===== src/rtl/mcyc_ctrl.sv =====
// Multi-cycle control FSM for a MIPS subset: latches the fetched word, decodes it and sequences datapath strobes.
// Optional ILLEGAL_TRAP_EN: an undecodable instruction halts the FSM until reset instead of running as a nop.
module mcyc_ctrl #(
  parameter int         MEM_WAIT = 1,
  parameter logic [4:0] RA_REG   = 5'd31
) (
  input  logic        clk,
  input  logic        rst,
  input  logic [31:0] inst_code,
  input  logic        zero,
  output logic        pc_we,
  output logic [1:0]  pc_s,
  output logic [15:0] imm_data,
  output logic [25:0] address,
  output logic [4:0]  rs,
  output logic [4:0]  rt,
  output logic [4:0]  wa,
  output logic        rf_we,
  output logic [1:0]  wd_sel,
  output logic [3:0]  alu_op,
  output logic        alu_src_b,
  output logic        imm_sext,
  output logic        mem_we,
  output logic        illegal
);

  // state    | meaning
  // S_FETCH  | ir captures inst_code at the end of this cycle
  // S_DECODE | decode settles, no strobes
  // S_EXEC   | branches/jumps/nops finish here; loads/stores go to S_MEM, writers to S_WB
  // S_MEM    | data RAM access, MEM_WAIT cycles
  // S_WB     | register-file write plus PC update
  // S_HALT   | trapped on an undecodable instruction, waits for reset
  typedef enum logic [2:0] {S_FETCH, S_DECODE, S_EXEC, S_MEM, S_WB, S_HALT} state_t;

  localparam int CW = (MEM_WAIT > 1) ? $clog2(MEM_WAIT) : 1;

  state_t        state, state_nxt;
  logic [31:0]   ir;
  logic [CW-1:0] cnt;
  logic          last_mem, set_ill;
  logic [5:0]    op, funct;
  logic          dec_ok, is_rtype, is_br, is_beq, is_j, is_jr, is_jal, is_lw, is_sw;

  assign op       = ir[31:26];
  assign funct    = ir[5:0];
  assign rs       = ir[25:21];
  assign rt       = ir[20:16];
  assign imm_data = ir[15:0];
  assign address  = ir[25:0];
  assign last_mem = (cnt == CW'(MEM_WAIT - 1));
  assign wa       = is_jal ? RA_REG : (is_rtype ? ir[15:11] : ir[20:16]);

  always_comb begin
    dec_ok    = 1'b1;
    is_rtype  = 1'b0;
    is_br     = 1'b0;
    is_beq    = 1'b0;
    is_j      = 1'b0;
    is_jr     = 1'b0;
    is_jal    = 1'b0;
    is_lw     = 1'b0;
    is_sw     = 1'b0;
    alu_op    = 4'd0;
    alu_src_b = 1'b0;
    imm_sext  = 1'b0;
    wd_sel    = 2'b00;
    case (op)
      6'h00: begin
        is_rtype = 1'b1;
        case (funct)
          6'h20: alu_op = 4'd0;
          6'h22: alu_op = 4'd1;
          6'h24: alu_op = 4'd2;
          6'h25: alu_op = 4'd3;
          6'h26: alu_op = 4'd4;
          6'h27: alu_op = 4'd5;
          6'h2A: alu_op = 4'd6;
          6'h00: alu_op = 4'd7;
          6'h02: alu_op = 4'd8;
          6'h08: is_jr  = 1'b1;
          default: dec_ok = 1'b0;
        endcase
      end
      6'h08: begin alu_src_b = 1'b1; imm_sext = 1'b1; end
      6'h0C: begin alu_op = 4'd2; alu_src_b = 1'b1; end
      6'h0D: begin alu_op = 4'd3; alu_src_b = 1'b1; end
      6'h0E: begin alu_op = 4'd4; alu_src_b = 1'b1; end
      6'h0F: begin wd_sel = 2'b11; alu_src_b = 1'b1; end
      6'h23: begin is_lw = 1'b1; alu_src_b = 1'b1; imm_sext = 1'b1; wd_sel = 2'b01; end
      6'h2B: begin is_sw = 1'b1; alu_src_b = 1'b1; imm_sext = 1'b1; end
      6'h04: begin is_br = 1'b1; is_beq = 1'b1; alu_op = 4'd1; imm_sext = 1'b1; end
      6'h05: begin is_br = 1'b1; alu_op = 4'd1; imm_sext = 1'b1; end
      6'h02: is_j = 1'b1;
      6'h03: begin is_jal = 1'b1; wd_sel = 2'b10; end
      default: dec_ok = 1'b0;
    endcase
  end

  always_comb begin
    state_nxt = state;
    pc_we     = 1'b0;
    pc_s      = 2'b00;
    rf_we     = 1'b0;
    mem_we    = 1'b0;
    set_ill   = 1'b0;
    case (state)
      S_FETCH:  state_nxt = S_DECODE;
      S_DECODE: state_nxt = S_EXEC;
      S_EXEC: begin
        if (!dec_ok) begin
          set_ill = 1'b1;
`ifdef ILLEGAL_TRAP_EN
          state_nxt = S_HALT;
`else
          pc_we     = 1'b1;
          state_nxt = S_FETCH;
`endif
        end else if (is_br) begin
          pc_we     = 1'b1;
          pc_s      = (is_beq == zero) ? 2'b10 : 2'b00;
          state_nxt = S_FETCH;
        end else if (is_j || is_jr) begin
          pc_we     = 1'b1;
          pc_s      = is_j ? 2'b11 : 2'b01;
          state_nxt = S_FETCH;
        end else if (is_lw || is_sw) begin
          state_nxt = S_MEM;
        end else begin
          state_nxt = S_WB;
        end
      end
      S_MEM: begin
        if (last_mem) begin
          if (is_sw) begin
            mem_we    = 1'b1;
            pc_we     = 1'b1;
            state_nxt = S_FETCH;
          end else begin
            state_nxt = S_WB;
          end
        end
      end
      S_WB: begin
        rf_we     = (wa != 5'd0);
        pc_we     = 1'b1;
        pc_s      = is_jal ? 2'b11 : 2'b00;
        state_nxt = S_FETCH;
      end
      S_HALT:  state_nxt = S_HALT;
      default: state_nxt = S_FETCH;
    endcase
  end

  always_ff @(posedge clk or posedge rst) begin
    if (rst) begin
      state   <= S_FETCH;
      ir      <= 32'h0;
      cnt     <= '0;
      illegal <= 1'b0;
    end else begin
      state <= state_nxt;
      if (state == S_FETCH) ir <= inst_code;
      // counter restarts whenever EXEC hands over to MEM
      if (state == S_EXEC) cnt <= '0;
      else if (state == S_MEM && !last_mem) cnt <= cnt + 1'b1;
      if (set_ill) illegal <= 1'b1;
    end
  end

endmodule


===== config.mk =====
export PLATFORM = sky130hd
export DESIGN_NAME = mcyc_ctrl
export DESIGN_NICKNAME = d
export VERILOG_FILES = /design/src/rtl/mcyc_ctrl.sv
export SDC_FILE = /design/constraint.sdc
export NUM_CORES = 1
export LEC_CHECK = 0
export ABC_AREA = 1
export ABC_CLOCK_PERIOD_IN_PS = 1950
export CORE_UTILIZATION = 32
export DETAILED_ROUTE_END_ITERATION = 8
export MAX_ROUTING_LAYER = met4
export SLEW_MARGIN = 0
export SYNTH_ARGS = -nofsm -noshare
export SYNTH_HDL_FRONTEND = slang
export SYNTH_SLANG_ARGS = --single-unit
export TNS_END_PERCENT = 5

===== constraint.sdc =====
create_clock -name clk -period 1.95 [get_ports clk]
set_clock_uncertainty 0.15 [all_clocks]
set_input_delay 0.4875 -clock clk [delete_from_list [all_inputs] [get_ports clk]]
set_output_delay 0.4875 -clock clk [all_outputs]
set_load 0.02 [all_outputs]

==> results.py <==
metrics = {
    "status": {
        "status": "finished, violations left",
        "failed_checks": "setup timing",
    },
    "global_routing": {
        "gr-usage-all-layers": 0.171,
        "grt_pass1_wl_mm": 10.2,
        "grt_pass1_vias": 2284,
        "grt_start_max_net_pins": 38,
        "overflow": 0,
        "antenna_found_initial": 0,
    },
    "sta": {
        "fin_ws_ns": -0.476,
        "period_minus_slack_ns": 2.43,
        "fmax_mhz": 412,
        "relSlewSlack": 0.822,
        "worst_slew_pin_slew_ns": 0.266,
        "hold_viol_final": 0,
        "report.final.slew_viol_count": 0,
        "min_period_over_period": 1.24,
        "rsz0062_at_grt": "yes",
        "setup_viol_count_final": 18,
        "whs_ns": 0.335,
    },
    "power_and_ir_drop": {
        "leakage_nw": 2.00,
        "power_w": 0.00667,
        "ir_worst_vdd_mv": 0.923,
        "cellPowerDensity_nw_per_um2": 1690,
    },
    "worst_setup_path": {
        "arrival_ns": 1.79,
        "path_buf_inv": 3,
        "path_delay_family": "simple AND/OR/NAND/NOR gates",
        "slowest_stage": "dfrtp_2",
        "cp_max_fo": 7,
        "critPathMaxStageDelay_ns": 0.44,
        "worstPathRequired_ns": 1.31,
        "start_kind": "register",
        "path_cells": "nor2_8 > nand2_4 > nor2_8 > inv_4 > nand2_1 > nand2_1 > nor2_1 > inv_2 > nor3_4 > a21oi_2 > buf_6",
        "cp-end-kind": "output pin",
        "crit_type": "register to output pin",
    },
    "synth": {
        "syn_area_per_cell_um2": 8.23,
        "netlist_area_um2": 2400,
        "syn_nets": 327,
        "yosysSeqAreaShare": 0.385,
        "yosys_register_bits": 37,
        "ys_async_sr_fraction": 1.00,
        "synth_top_flop_cell": "dfrtp_1",
        "ys.warnings.count": 0,
        "synth_edf_count": 0,
        "syn_inst": 292,
        "ys_types": 30,
    },
    "drt": {
        "drt_wl_total_mm": 6.09,
        "via_per_inst": 4.38,
        "drt_pass1_iterations": 4,
        "drt_iter0_markers": 74,
        "final_antenna_net_count": 0,
        "wl_per_cell_um": 11.6,
        "remaining_drc_errors": 0,
        "via_count": 2302,
    },
    "finish": {
        "layout.nets": 462,
        "drive_above_1_share": 0.406,
        "final_util": 0.545,
        "area_growth_pct": 64.5,
        "final_cell_area_um2": 3950,
        "insertedDiodeCount": 0,
    },
    "clock_tree": {
        "cts_buffers": 5,
        "holdBufCountCts": 0,
        "cts_tree": "built",
        "clkSlewWorstSetupHoldPaths_ns": 0.07,
        "insertion_delay_ns": 0.28,
        "cts_max_path_buffers": 2,
        "cts_max_level": 2,
        "cts_root_buf": "clkbuf_8",
        "clock-sinks": 37,
    },
    "die": {
        "dieArea_um2": 7860,
        "die_h_um": 88.7,
        "rows": 31,
        "core_um2": 7250,
        "start_util": 0.331,
        "die_w_um": 88.7,
        "io_pins": 106,
    },
    "place": {
        "detailed_place_hpwl_mm": 4.64,
        "port_buffers": 105,
        "place.gp.congestion": 0.820,
        "placedInstanceArea_um2": 3770,
    },
    "hold_path": {
        "hp-class": "register to register",
    },
    "run": {
        "drv_cap": 0,
    },
}
[metal layers]
layer  track usage  share of wire  wire, µm
met4        0.0513          0.013        80
met2         0.284           0.47      2890
met3        0.0336          0.061       374
met1         0.210           0.45      2750
met5             -              0         0
[cell usage after synthesis, types with 2 or more instances]
cell | instances | area, µm²
nand3_2 | 2 | 20.0
buf_2 | 3 | 15.0
dfrtp_1 | 37 | 926
nand2_1 | 47 | 176
nor3_1 | 4 | 20.0
nor2_8 | 2 | 40.0
mux2_2 | 21 | 236
nor2_1 | 42 | 158
nand4_1 | 4 | 25.0
o21ai_0 | 3 | 15.0
nand3_1 | 16 | 80.1
inv_1 | 28 | 105
inv_2 | 2 | 7.51
buf_4 | 52 | 390
a21oi_1 | 14 | 70.1
[per-stage QoR]
stage	setup WS [ns]	setup TNS, ns	std cells
4_1_cts	-0.533	-6.50	525
5_1_grt	-0.592	-7.74	525
6_report	-0.476	-5.74	525
2_1_floorplan	-0.123	-0.373	292
3_5_place_dp	-0.667	-9.61	511
3_3_place_gp	-0.623	-9.10	511
[worst reg2reg max path: cells and delay by family (launching register included)]
kind	cells	cell delay (ns)
flops	1	0.44
simple gates	4	0.50
buf+inv	4	0.43
compound gates	1	0.13
[cell usage in the layout, fill, tap and decap left out, types with 5 or more instances in the layout]
cell type	Yosys	layout
mux2_2	21	21
a21oi_1	14	12
buf_4	52	85
nand3_2	2	6
nand2_1	47	43
inv_2	2	5
nor2_1	42	32
buf_6	0	8
clkdlybuf4s50_1	0	51
clkbuf_8	0	5
inv_1	28	25
nand3_1	16	10
nand2_2	1	5
dfrtp_1	37	32
nor2_2	1	10
dfrtp_2	0	5
dlygate4sd2_1	0	30
[registers in the layout, indices dropped and copies added, names as in the netlist]
name and count:
state 3, illegal 1, ir 32, cnt 1
[logic make-up (layout without fill, tap and decap cells)]
group,after synthesis,count (layout),synth area share
AND/OR/NAND/NOR,122,122,0.235
XOR/XNOR,1,1,0.00364
AO/OA/AOI/OAI,24,24,0.0583
buffers and inverters,87,221,0.220
multiplexers,21,21,0.0984
flip-flops,37,37,0.385
[area by class of cell]
| class | instances | area [µm²] |
|---|---|---|
| multi-input cells | 168 | 1080 |
| clock buffers | 5 | 68.8 |
| clock inverters | 1 | 5.00 |
| flip-flops and latches | 37 | 932 |
| well taps | 99 | 124 |
| repair buffers | 184 | 1630 |
| fillers | 704 | 3300 |
| inverters | 31 | 119 |
[repair_timing]
action	CTS	global route
buffers inserted	8	0
gates resized for setup	140	28
pin swaps	8	3
setup endpoints to repair	50	25
[final timing paths]
kind / start / endpoint / slack, ns / depth (start not counted)
setup / recovery: ir[31] / rf_we / -0.48 / 11
hold / removal: illegal / illegal / 0.34 / 1
setup reg to reg: ir[31] / state[2] / 0.22 / 9
hold reg to reg: illegal / illegal / 0.34 / 1
max in group asynchronous: rst / ir[26] / 1.05 / 3
min in group asynchronous: rst / illegal / 0.41 / 3
[report_power, final]
| group | switching, W | total, W | internal (W) |
|---|---|---|---|
| registers | 0.000330 | 0.00148 | 0.00115 |
| logic | 0.00235 | 0.00470 | 0.00235 |
| clock network | 0.000254 | 0.000489 | 0.000235 |
No activity file was read; power rests on OpenSTA's default activity.
